`src/rtl/serial_image_loader_if.sv`:
```
// rtl/serial_image_loader_if.sv - byte input and image output bundle for serial_image_loader
//
// Purpose: groups the serial receiver byte handshake and the committed image
// outputs that feed the morphologic GA.
// Ports (interface members):
//   rxData        8        received byte, valid while rxFinish is high
//   rxFinish      1        one-cycle strobe per received byte
//   origin        W*H      committed origin image, row 0 in MSBs
//   objetive      W*H      committed objective image, row 0 in MSBs
//   originValid   1        sticky, set by first origin commit
//   objetiveValid 1        sticky, set by first objective commit
//   restart       1        one-cycle pulse on any commit
//   frameError    1        one-cycle pulse on checksum mismatch or timeout
//   busy          1        high while a frame is in progress
// Modports: master drives bytes (receiver side), slave is the loader.
interface serial_image_loader_if #(
  parameter int ImageWidth  = 8,
  parameter int ImageHeight = 4
);
  localparam int Pixels = ImageWidth * ImageHeight;

  logic [7:0]        rxData;
  logic              rxFinish;
  logic [Pixels-1:0] origin;
  logic [Pixels-1:0] objetive;
  logic              originValid;
  logic              objetiveValid;
  logic              restart;
  logic              frameError;
  logic              busy;

  modport master (
    output rxData, rxFinish,
    input  origin, objetive, originValid, objetiveValid, restart, frameError, busy
  );

  modport slave (
    input  rxData, rxFinish,
    output origin, objetive, originValid, objetiveValid, restart, frameError, busy
  );
endinterface

```
`src/rtl/serial_image_loader.sv`:
```
// rtl/serial_image_loader.sv - framed serial loader for the GA origin/objective images
//
// Purpose: decodes frames (header A0/A1, PayloadBytes data bytes, optional
// XOR checksum) from the serial receiver byte stream and commits them into
// the origin or objective image register, pulsing restart on each commit.
// Optional feature macro: IMAGE_LOADER_CHECKSUM_EN (frame carries a checksum
// byte checked in CHECK; when undefined, commit follows the last data byte).
// Ports:
//   clk  in   system clock, rising edge
//   rst  in   synchronous active-high reset
//   bus  slave modport of serial_image_loader_if (bytes in, images out)
module serial_image_loader #(
  parameter int ImageWidth   = 8,
  parameter int ImageHeight  = 4,
  parameter int TimeoutWidth = 16
) (
  input  logic                 clk,
  input  logic                 rst,
  serial_image_loader_if.slave bus
);
  localparam int Pixels       = ImageWidth * ImageHeight;
  localparam int PayloadBytes = Pixels / 8;
  localparam int CntWidth     = $clog2(PayloadBytes + 1);
  localparam logic [CntWidth-1:0] LastIdx = CntWidth'(PayloadBytes - 1);
  localparam logic [7:0] HdrOrigin   = 8'hA0;
  localparam logic [7:0] HdrObjetive = 8'hA1;

  typedef enum logic [1:0] {IDLE, DATA, CHECK, COMMIT} state_t;

  state_t                  r_state;
  state_t                  w_next;
  logic                    r_target;          // 0: origin, 1: objective
  logic [Pixels-1:0]       r_shadow;
  logic [CntWidth-1:0]     r_cnt;
  logic [TimeoutWidth-1:0] r_tmo;
  logic [Pixels-1:0]       r_origin;
  logic [Pixels-1:0]       r_objetive;
  logic                    r_origin_valid;
  logic                    r_objetive_valid;
  logic                    r_frame_error;

  logic                    w_strobe;
  logic                    w_is_hdr;
  logic                    w_start;
  logic                    w_last_data;
  logic                    w_waiting;
  logic                    w_timeout;
  logic                    w_check_fail;
  logic                    w_commit_go;
  logic                    w_error;
  logic                    w_restart;
  logic                    w_busy;
  logic [Pixels-1:0]       w_shadow_shift;
  logic [Pixels-1:0]       w_commit_img;

  assign w_strobe       = bus.rxFinish;
  assign w_is_hdr       = (bus.rxData == HdrOrigin) || (bus.rxData == HdrObjetive);
  // COMMIT lasts one cycle but still accepts a header, exactly like IDLE.
  assign w_start        = w_strobe && w_is_hdr && (r_state == IDLE || r_state == COMMIT);
  assign w_last_data    = (r_cnt == LastIdx);
  assign w_waiting      = (r_state == DATA) || (r_state == CHECK);
  // A strobe in the saturating cycle wins over the timeout.
  assign w_timeout      = w_waiting && !w_strobe && (r_tmo == '1);
  assign w_shadow_shift = {r_shadow[Pixels-9:0], bus.rxData};

`ifdef IMAGE_LOADER_CHECKSUM_EN
  logic [7:0] r_acc;
  logic       w_ck_ok;

  assign w_ck_ok      = (bus.rxData == r_acc);
  assign w_check_fail = (r_state == CHECK) && w_strobe && !w_ck_ok;
  assign w_commit_go  = (r_state == CHECK) && w_strobe && w_ck_ok;
  assign w_commit_img = r_shadow;

  always_ff @(posedge clk) begin
    if (rst) begin
      r_acc <= '0;
    end else if (w_start) begin
      r_acc <= bus.rxData;
    end else if (r_state == DATA && w_strobe) begin
      r_acc <= r_acc ^ bus.rxData;
    end
  end
`else
  assign w_check_fail = 1'b0;
  // Without a checksum the last data byte commits directly, so the image is
  // taken from the shift result rather than the not-yet-updated shadow.
  assign w_commit_go  = (r_state == DATA) && w_strobe && w_last_data;
  assign w_commit_img = w_shadow_shift;
`endif

  assign w_error = w_timeout || w_check_fail;

  // State register
  always_ff @(posedge clk) begin
    if (rst) begin
      r_state <= IDLE;
    end else begin
      r_state <= w_next;
    end
  end

  // Next-state logic
  always_comb begin
    w_next = r_state;
    case (r_state)
      IDLE, COMMIT: w_next = w_start ? DATA : IDLE;
      DATA: begin
        if (w_timeout) begin
          w_next = IDLE;
        end else if (w_strobe && w_last_data) begin
`ifdef IMAGE_LOADER_CHECKSUM_EN
          w_next = CHECK;
`else
          w_next = COMMIT;
`endif
        end
      end
      CHECK: begin
        if (w_timeout || w_check_fail) begin
          w_next = IDLE;
        end else if (w_commit_go) begin
          w_next = COMMIT;
        end
      end
      default: w_next = IDLE;
    endcase
  end

  // Output logic
  always_comb begin
    w_restart = 1'b0;
    w_busy    = 1'b0;
    if (r_state == COMMIT) begin
      w_restart = 1'b1;
    end
    if (r_state != IDLE) begin
      w_busy = 1'b1;
    end
  end

  // Frame datapath and committed images
  always_ff @(posedge clk) begin
    if (rst) begin
      r_target         <= 1'b0;
      r_shadow         <= '0;
      r_cnt            <= '0;
      r_tmo            <= '0;
      r_origin         <= '0;
      r_objetive       <= '0;
      r_origin_valid   <= 1'b0;
      r_objetive_valid <= 1'b0;
      r_frame_error    <= 1'b0;
    end else begin
      r_frame_error <= w_error;

      if (w_waiting && !w_strobe) begin
        r_tmo <= r_tmo + 1'b1;
      end else begin
        r_tmo <= '0;
      end

      if (w_start) begin
        r_target <= bus.rxData[0];
        r_cnt    <= '0;
        r_shadow <= '0;
      end else if (r_state == DATA && w_strobe) begin
        r_cnt    <= r_cnt + 1'b1;
        r_shadow <= w_shadow_shift;
      end else if (w_error) begin
        r_shadow <= '0;
      end

      if (w_commit_go) begin
        if (r_target) begin
          r_objetive       <= w_commit_img;
          r_objetive_valid <= 1'b1;
        end else begin
          r_origin         <= w_commit_img;
          r_origin_valid   <= 1'b1;
        end
      end
    end
  end

  assign bus.origin        = r_origin;
  assign bus.objetive      = r_objetive;
  assign bus.originValid   = r_origin_valid;
  assign bus.objetiveValid = r_objetive_valid;
  assign bus.restart       = w_restart;
  assign bus.frameError    = r_frame_error;
  assign bus.busy          = w_busy;
endmodule
```
`src/flat_wrapper.sv`:
```
// flat-port wrapper written by rule: the top's interface ports become plain ports
module serial_image_loader_flat 
#(
  parameter int ImageWidth   = 8,
  parameter int ImageHeight  = 4,
  parameter int TimeoutWidth = 16
)
  (clk, rst, bus_rxData, bus_rxFinish, bus_origin, bus_objetive, bus_originValid, bus_objetiveValid, bus_restart, bus_frameError, bus_busy);
  serial_image_loader_if #(.ImageWidth(ImageWidth), .ImageHeight(ImageHeight)) bus_i ();
  input  logic clk;
  input  logic rst;
  input wire logic [$bits(bus_i.rxData)-1:0] bus_rxData;
  input wire logic [$bits(bus_i.rxFinish)-1:0] bus_rxFinish;
  output wire logic [$bits(bus_i.origin)-1:0] bus_origin;
  output wire logic [$bits(bus_i.objetive)-1:0] bus_objetive;
  output wire logic [$bits(bus_i.originValid)-1:0] bus_originValid;
  output wire logic [$bits(bus_i.objetiveValid)-1:0] bus_objetiveValid;
  output wire logic [$bits(bus_i.restart)-1:0] bus_restart;
  output wire logic [$bits(bus_i.frameError)-1:0] bus_frameError;
  output wire logic [$bits(bus_i.busy)-1:0] bus_busy;
  assign bus_i.rxData = bus_rxData;
  assign bus_i.rxFinish = bus_rxFinish;
  assign bus_origin = bus_i.origin;
  assign bus_objetive = bus_i.objetive;
  assign bus_originValid = bus_i.originValid;
  assign bus_objetiveValid = bus_i.objetiveValid;
  assign bus_restart = bus_i.restart;
  assign bus_frameError = bus_i.frameError;
  assign bus_busy = bus_i.busy;
  serial_image_loader #(.ImageWidth(ImageWidth), .ImageHeight(ImageHeight), .TimeoutWidth(TimeoutWidth)) u_core (.clk(clk), .rst(rst), .bus(bus_i));
endmodule
```
`config.mk`:
```
export PLATFORM = sky130hd
export DESIGN_NAME = serial_image_loader_flat
export DESIGN_NICKNAME = d
export VERILOG_FILES = /design/src/rtl/serial_image_loader_if.sv /design/src/rtl/serial_image_loader.sv /design/src/flat_wrapper.sv
export SDC_FILE = /design/constraint.sdc
export NUM_CORES = 1
export LEC_CHECK = 0
export CORE_MARGIN = 1.5
export CORE_UTILIZATION = 47
export DETAILED_ROUTE_END_ITERATION = 6
export MAX_ROUTING_LAYER = met4
export PLACE_DENSITY = 0.76
export SLEW_MARGIN = 20
export SYNTH_ARGS = -nofsm -noshare
export SYNTH_HDL_FRONTEND = slang
export SYNTH_SLANG_ARGS = --single-unit
```
`constraint.sdc`:
```
create_clock -name clk -period 1.8 [get_ports clk]
set_clock_uncertainty 0.2 [all_clocks]
set_input_delay 0.36 -clock clk [delete_from_list [all_inputs] [get_ports clk]]
set_output_delay 0.36 -clock clk [all_outputs]
set_load 0.1 [all_outputs]
```
## Yosys cells after proc, flatten, opt, wreduce, memory -nomap -nowiden

Index checks and enable logic that the tools add are counted.

| word-level totals | value |
|---|---|
| register bits after elaboration | 113 |
| latch bits | 0 |
| memory bits (writable) | 0 |
| bits in read-only memories | 0 |
| input bits | 11 |
| output and inout bits | 69 |
| word-level logic and storage cells | 53 |
| memories | 0 |

| operators by class | value |
|---|---|
| add/sub/neg operators | 2 |
| multiply operators | 0 |
| div/mod/pow operators | 0 |
| $lt $le $gt $ge | 0 |
| equal/unequal tests | 9 |
| shifts and indexed selects | 0 |
| muxes and demuxes | 10 |
| bitwise logic cells | 2 |
| reductions and logical operators | 20 |

Operators by type and width:

| cell | number |
|---|---|
| $mux W24 | 2 |
| $add A16 B1 Y16 const B | 1 |
| $eq A16 B16 Y1 const B | 1 |
| $eq A8 B8 Y1 const B | 2 |
| $mux W2 | 4 |
| $logic_and A1 B1 Y1 | 7 |
| $pmux W2 S3 | 1 |
| $reduce_and A2 Y1 | 3 |
| $reduce_or A2 Y1 | 3 |
| $eq A2 B2 Y1 const B | 2 |
| $reduce_bool A2 Y1 | 2 |
| $add A3 B1 Y3 const B | 1 |
| $eq A3 B2 Y1 const B | 1 |
| $logic_or A1 B1 Y1 | 3 |
| $mux W1 | 3 |
| $ne A3 B1 Y1 const B | 1 |
| $ne A3 B2 Y1 const B | 1 |
| $eq A2 B1 Y1 const B | 1 |
| $logic_not A2 Y1 | 1 |
| $not A1 Y1 | 2 |
| $logic_not A1 Y1 | 1 |

## Longest topological paths before layout

Gate-level depths: netlist (run 1).

| depth | value |
|---|---|
| word-level depth | 6 |
| mapped depth | 8 |
| mapped depth without buffers | 6 |

## Worst setup path before layout (run 1)

OpenSTA, ideal clock, no wires.

| timing path | value |
|---|---|
| path type | register to register |
| start | reg u_core.r_tmo[0] |
| end | reg u_core.r_state[0] |
| library setup time | 0.086 ns |
| arrival | 1.670 ns |
| data required time | 1.514 ns |
| slack | -0.156 ns |
| stages on the path, launching flop included | 7 |
| buffers on the path | 1 |
| clock period less this slack | 1.956 ns |
| cells stage by stage | dfxtp_1 ha_1 nand4_2 or2_1 buf_6 or3_4 a221oi_2 |

| on the way | value |
|---|---|
| word-level cells in the longest chain between the ends | 4 |
| elaborated cells between the ends (all ways) | 8 |
| those cells by class | 3 x eq/ne; 3 x mux; 2 x reduce/logical |

RTL lines:

| item | RTL line | text |
|---|---|---|
| from (decl) | serial_image_loader.sv:35 | `logic [TimeoutWidth-1:0] r_tmo;` |
| from (signal assigned) | serial_image_loader.sv:158 | `r_tmo <= r_tmo + 1'b1;` |
| $eq A16 B16 Y1 (*) | serial_image_loader.sv:63 | `assign w_timeout = w_waiting && !w_strobe && (r_tmo == '1);` |
| $logic_and A1 B1 Y1 (*) | serial_image_loader.sv:63 |  |
| $mux W2 (tied with other cells) | serial_image_loader.sv:120 | `if (w_timeout \|\| w_check_fail) begin` |
| $pmux W2 S3 / $reduce_and A2 Y1 (equally long branches) | -- |  |
| to (signal assigned) | serial_image_loader.sv:99 | `r_state <= w_next;` |
| to (decl) | serial_image_loader.sv:30 | `state_t r_state;` |

Every way passes the cells marked *; elsewhere a longest branch is shown, timed or not.
A chain may end at the register's enable or synchronous reset.

## Final worst setup path (run 1)

| timing path | value |
|---|---|
| start | reg u_core.r_state[0] |
| end | reg u_core.r_shadow[5] |

| on the way | value |
|---|---|
| word-level cells in the longest chain between the ends | 5 |
| elaborated cells between the ends (all ways) | 13 |
| those cells by class | 3 x eq/ne; 1 x mux; 9 x reduce/logical |

RTL lines:

| item | RTL line | text |
|---|---|---|
| $eq A2 B1 Y1 / $eq A2 B2 Y1 (equally long branches) | serial_image_loader.sv:61, serial_image_loader.sv:167 |  |
| $logic_or A1 B1 Y1 | serial_image_loader.sv:61 | `assign w_waiting = (r_state == DATA) \|\| (r_state == CHECK);` |
| $logic_and A1 B1 Y1 (2 in a row) | serial_image_loader.sv:63 |  |
| $reduce_bool A2 Y1 (no source line) | -- |  |
| to (signal assigned) | serial_image_loader.sv:169 | `r_shadow <= w_shadow_shift;` |
| to (decl) | serial_image_loader.sv:33 | `logic [Pixels-1:0] r_shadow;` |

Parallel ways exist; a longest one is shown, timed or not.

==> run_results.csv, run 1 <==
group,metric,value,unit
sta,hold_violations,0,
grt,grt-ovfl-total,0,
synthesis,yosys_warnings,0,
setup_path,cp_cell_sequence,"inv_2 > ha_4 > nand3b_1 > buf_4 > o311ai_2 > a21oi_1",
clocking,worst_skew_pair.late_latency,520,ps
clocking,cts_root_buf,"clkbuf_8",
route,vias_per_cell,6.007,
synthesis,ys_types,40,
place,pre_cts_ws,-466.7,ps
synthesis,syn_inst,517,
sta,setup_ws,-146.8,ps
sta,maxSlewViolCount,0,
route,dr.pass1.iters,6,
job,maxCapViolCount,0,
grt,grt_pass1_vias,4319,
sta,fmax,513.7,MHz
pwr,powerDensity,890.5,mW/mm^2
layout,syn_to_final_growth,66.98,%
layout,diodes,0,
floorplan,die_h,99.54,um
setup_path,endpoint_kind,"flop",
setup_path,cp_num_buf_inv,2,
synthesis,synth-seq-area-share,51.64,%
synthesis,synthFlopType,"dfxtp_1",
synthesis,synth_commonest_cells,"nand2_1, dfxtp_1, a21oi_1, clkbuf_1, nand4b_1",
setup_path,cp_top_family,"compound AO/OA/AOI/OAI gates",
clocking,htreeDepth,4,
route,dr_total_vias,4565,
place,gp_congestion,0.7906,
route,ant_nets,0,
synthesis,synth_top_area_cell,"dfxtp_1",
floorplan,start_util,47.86,%
synthesis,netlist.area_leader.share,51.64,%
clocking,clock_path_buffers,2,
place,hpwl,7824,um
outcome,violations,"negative setup slack",
sta,period_minus_slack,1947,ps
sta,slew_headroom,67.24,%
floorplan,die_w,99.54,um
grt,grt_first_pass_wirelength,22340,um
setup_path,crit_slowest_cell,"dfxtp_2",
grt,gr-usage-all-layers,30.01,%
pwr,ir_worst_vdd,1.022,mV
layout,fin_nets,655,
synthesis,synth_edf_count,0,
route,drc,0,
floorplan,core_area,0.009153,sq mm
sta,min_period_over_period,108.2,%
outcome,status,"complete, but fails checks",
grt,grt_antenna_before_repair,0,
floorplan,ios,80,
layout,final_cells,760,
route,wl_per_cell,19.92,um
place,numPortBuffers,79,
synthesis,yosys-top-cells-area,"dfxtp_1, nand2_1, a21oi_1",
clocking,cts.sinks,113,
clocking,cts_tree,"yes",
sta,setup_violations,29,
sta,rsz0062_at_grt,"true",
synthesis,avgSynthCellArea,8.473,sq um
place,dp.cells,710,
clocking,hold_buffers,0,
setup_path,crit_fanout,5,
synthesis,synthMostInstantiatedCell,"nand2_1",
worst_hold_path,worstHoldPathType,"input pin to flop",
setup_path,max_stage_delay,360,ps
synthesis,syn_area,0.004380,sq mm
setup_path,arrival,2140,ps
route,drt_iter0_drc,462,
sta,whs,104.0,ps
layout,layout-drive-gt1-share,34.21,%
route,finalWirelength,15140,um
floorplan,placementRows,35,
synthesis,async_flop_share,0,%
setup_path,crit_required,1990,ps
sta,worst_pin_slew,491.4,ps
synthesis,ys_ff_latch,113,
synthesis,syn_nets,535,
clocking,cts_buffers,17,
setup_path,start_kind,"flop",
pwr,total_power,6514,uW
grt,grt_start_max_net_pins,107,
setup_path,crit_type,"flop to flop",
pwr,total_leakage_power,0.002573,uW
clocking,path_clk_slew,60,ps
floorplan,die-area,0.009908,sq mm
==> flip-flops by register name (all words and copies together) (netlist names) <==
register and flops:
u_core.bus.frameError 1, u_core.bus.origin 32, u_core.r_target 1, u_core.r_state 2, u_core.bus.objetiveValid 1, u_core.r_cnt 3, u_core.bus.originValid 1, u_core.r_shadow 24
u_core.r_tmo 16, u_core.bus.objetive 32
==> stage by stage <==
step / instance area [sq um] / setup TNS, ps / utilization, %
after global routing: 7315 / -3820 / 79.92
final: 7315 / -1164 / 79.92
after floorplan: 4428 / -864.2 / -
after global placement: 6277 / -31620 / 68.59
after CTS: 7061 / -1338 / 77.14
after detailed placement: 6277 / -33860 / 68.59
==> placed cells by master (no fill, tap or decap), drive strengths merged, types with 9 or more instances in the layout <==
cell type / instances
a21oi: 74
buf: 130
clkbuf: 19
clkdlybuf4s50: 9
dfxtp: 113
nand2: 141
nand3: 9
nand4b: 23
nor2: 21
o21ai: 13
xnor2: 9
==> tightest hold or removal path, delay by kind of cell <==
family	cells	cell delay, ps
AOI/OAI and AO/OA	1	50
buffers and inverters	1	110
and+or+nand+nor	1	260
==> path summary, 6_finish.rpt <==
kind | startpoint | end | slack, ps | depth (start not counted)
max reg2reg | u_core.r_state[0]$_SDFFE_PP0P_ | u_core.r_shadow[5]$_SDFFE_PP0P_ | -150 | 6
min reg2reg | u_core.r_shadow[2]$_SDFFE_PP0P_ | u_core.bus.objetive[10]$_SDFFE_PP0P_ | 270 | 2
max | u_core.r_state[0]$_SDFFE_PP0P_ | u_core.r_shadow[5]$_SDFFE_PP0P_ | -150 | 6
min | rst | u_core.r_tmo[14]$_SDFF_PP0_ | 100 | 3
==> timing repair <==
| item | CTS | global route |
|---|---|---|
| endpoints found under the setup margin | 111 | 86 |
| resized for setup | 37 | 51 |
| gates cloned | 3 | 0 |
| buffers inserted | 7 | 10 |
| pin swaps | 9 | 10 |
==> kinds of logic (layout without fill, tap and decap cells) <==
kind of cell / Yosys count / count (layout) / share of synthesized area [%]
AO/OA/AOI/OAI: 107 / 107 / 14.02
flip-flops: 113 / 113 / 51.64
multiplexers: 1 / 1 / 0.2285
XOR/XNOR: 11 / 11 / 2.200
buffers and inverters: 44 / 176 / 3.999
AND/OR/NAND/NOR: 234 / 234 / 25.91
adder cells (fa/ha/maj): 7 / 7 / 1.999
==> where the power goes <==
part           internal [uW]  switching, uW  total, uW
clock network           1720           1240       2960
logic                    411            538        949
registers               2560           53.9       2610
total                   4680           1830       6510
==> routing by layer <==
layer,wire [um],track usage [%],up-vias
met1,5843,35.66,2219
met5,0,-,-
met2,7649,49.21,278
met4,431,11.92,0
li1,-,-,2019
met3,1216,7.168,49
==> cell type report <==
class,instances,area (sq um)
Sequential cell,113,2282
Clock buffer,19,431.7
Tap cell,111,138.9
Clock inverter,12,88.84
Inverter,6,25.02
Timing Repair Buffer,139,2125
Multi-Input combinational cell,360,2223
Fill cell,476,1838
Note: power is estimated with default switching activity, not from simulation.
==> run 2: changes to the inputs <==
Settings changed: SLEW_MARGIN 20 to unset.
==> results of run 2 <==
The final DEF is identical to that of run 1; final timing and power are the same.
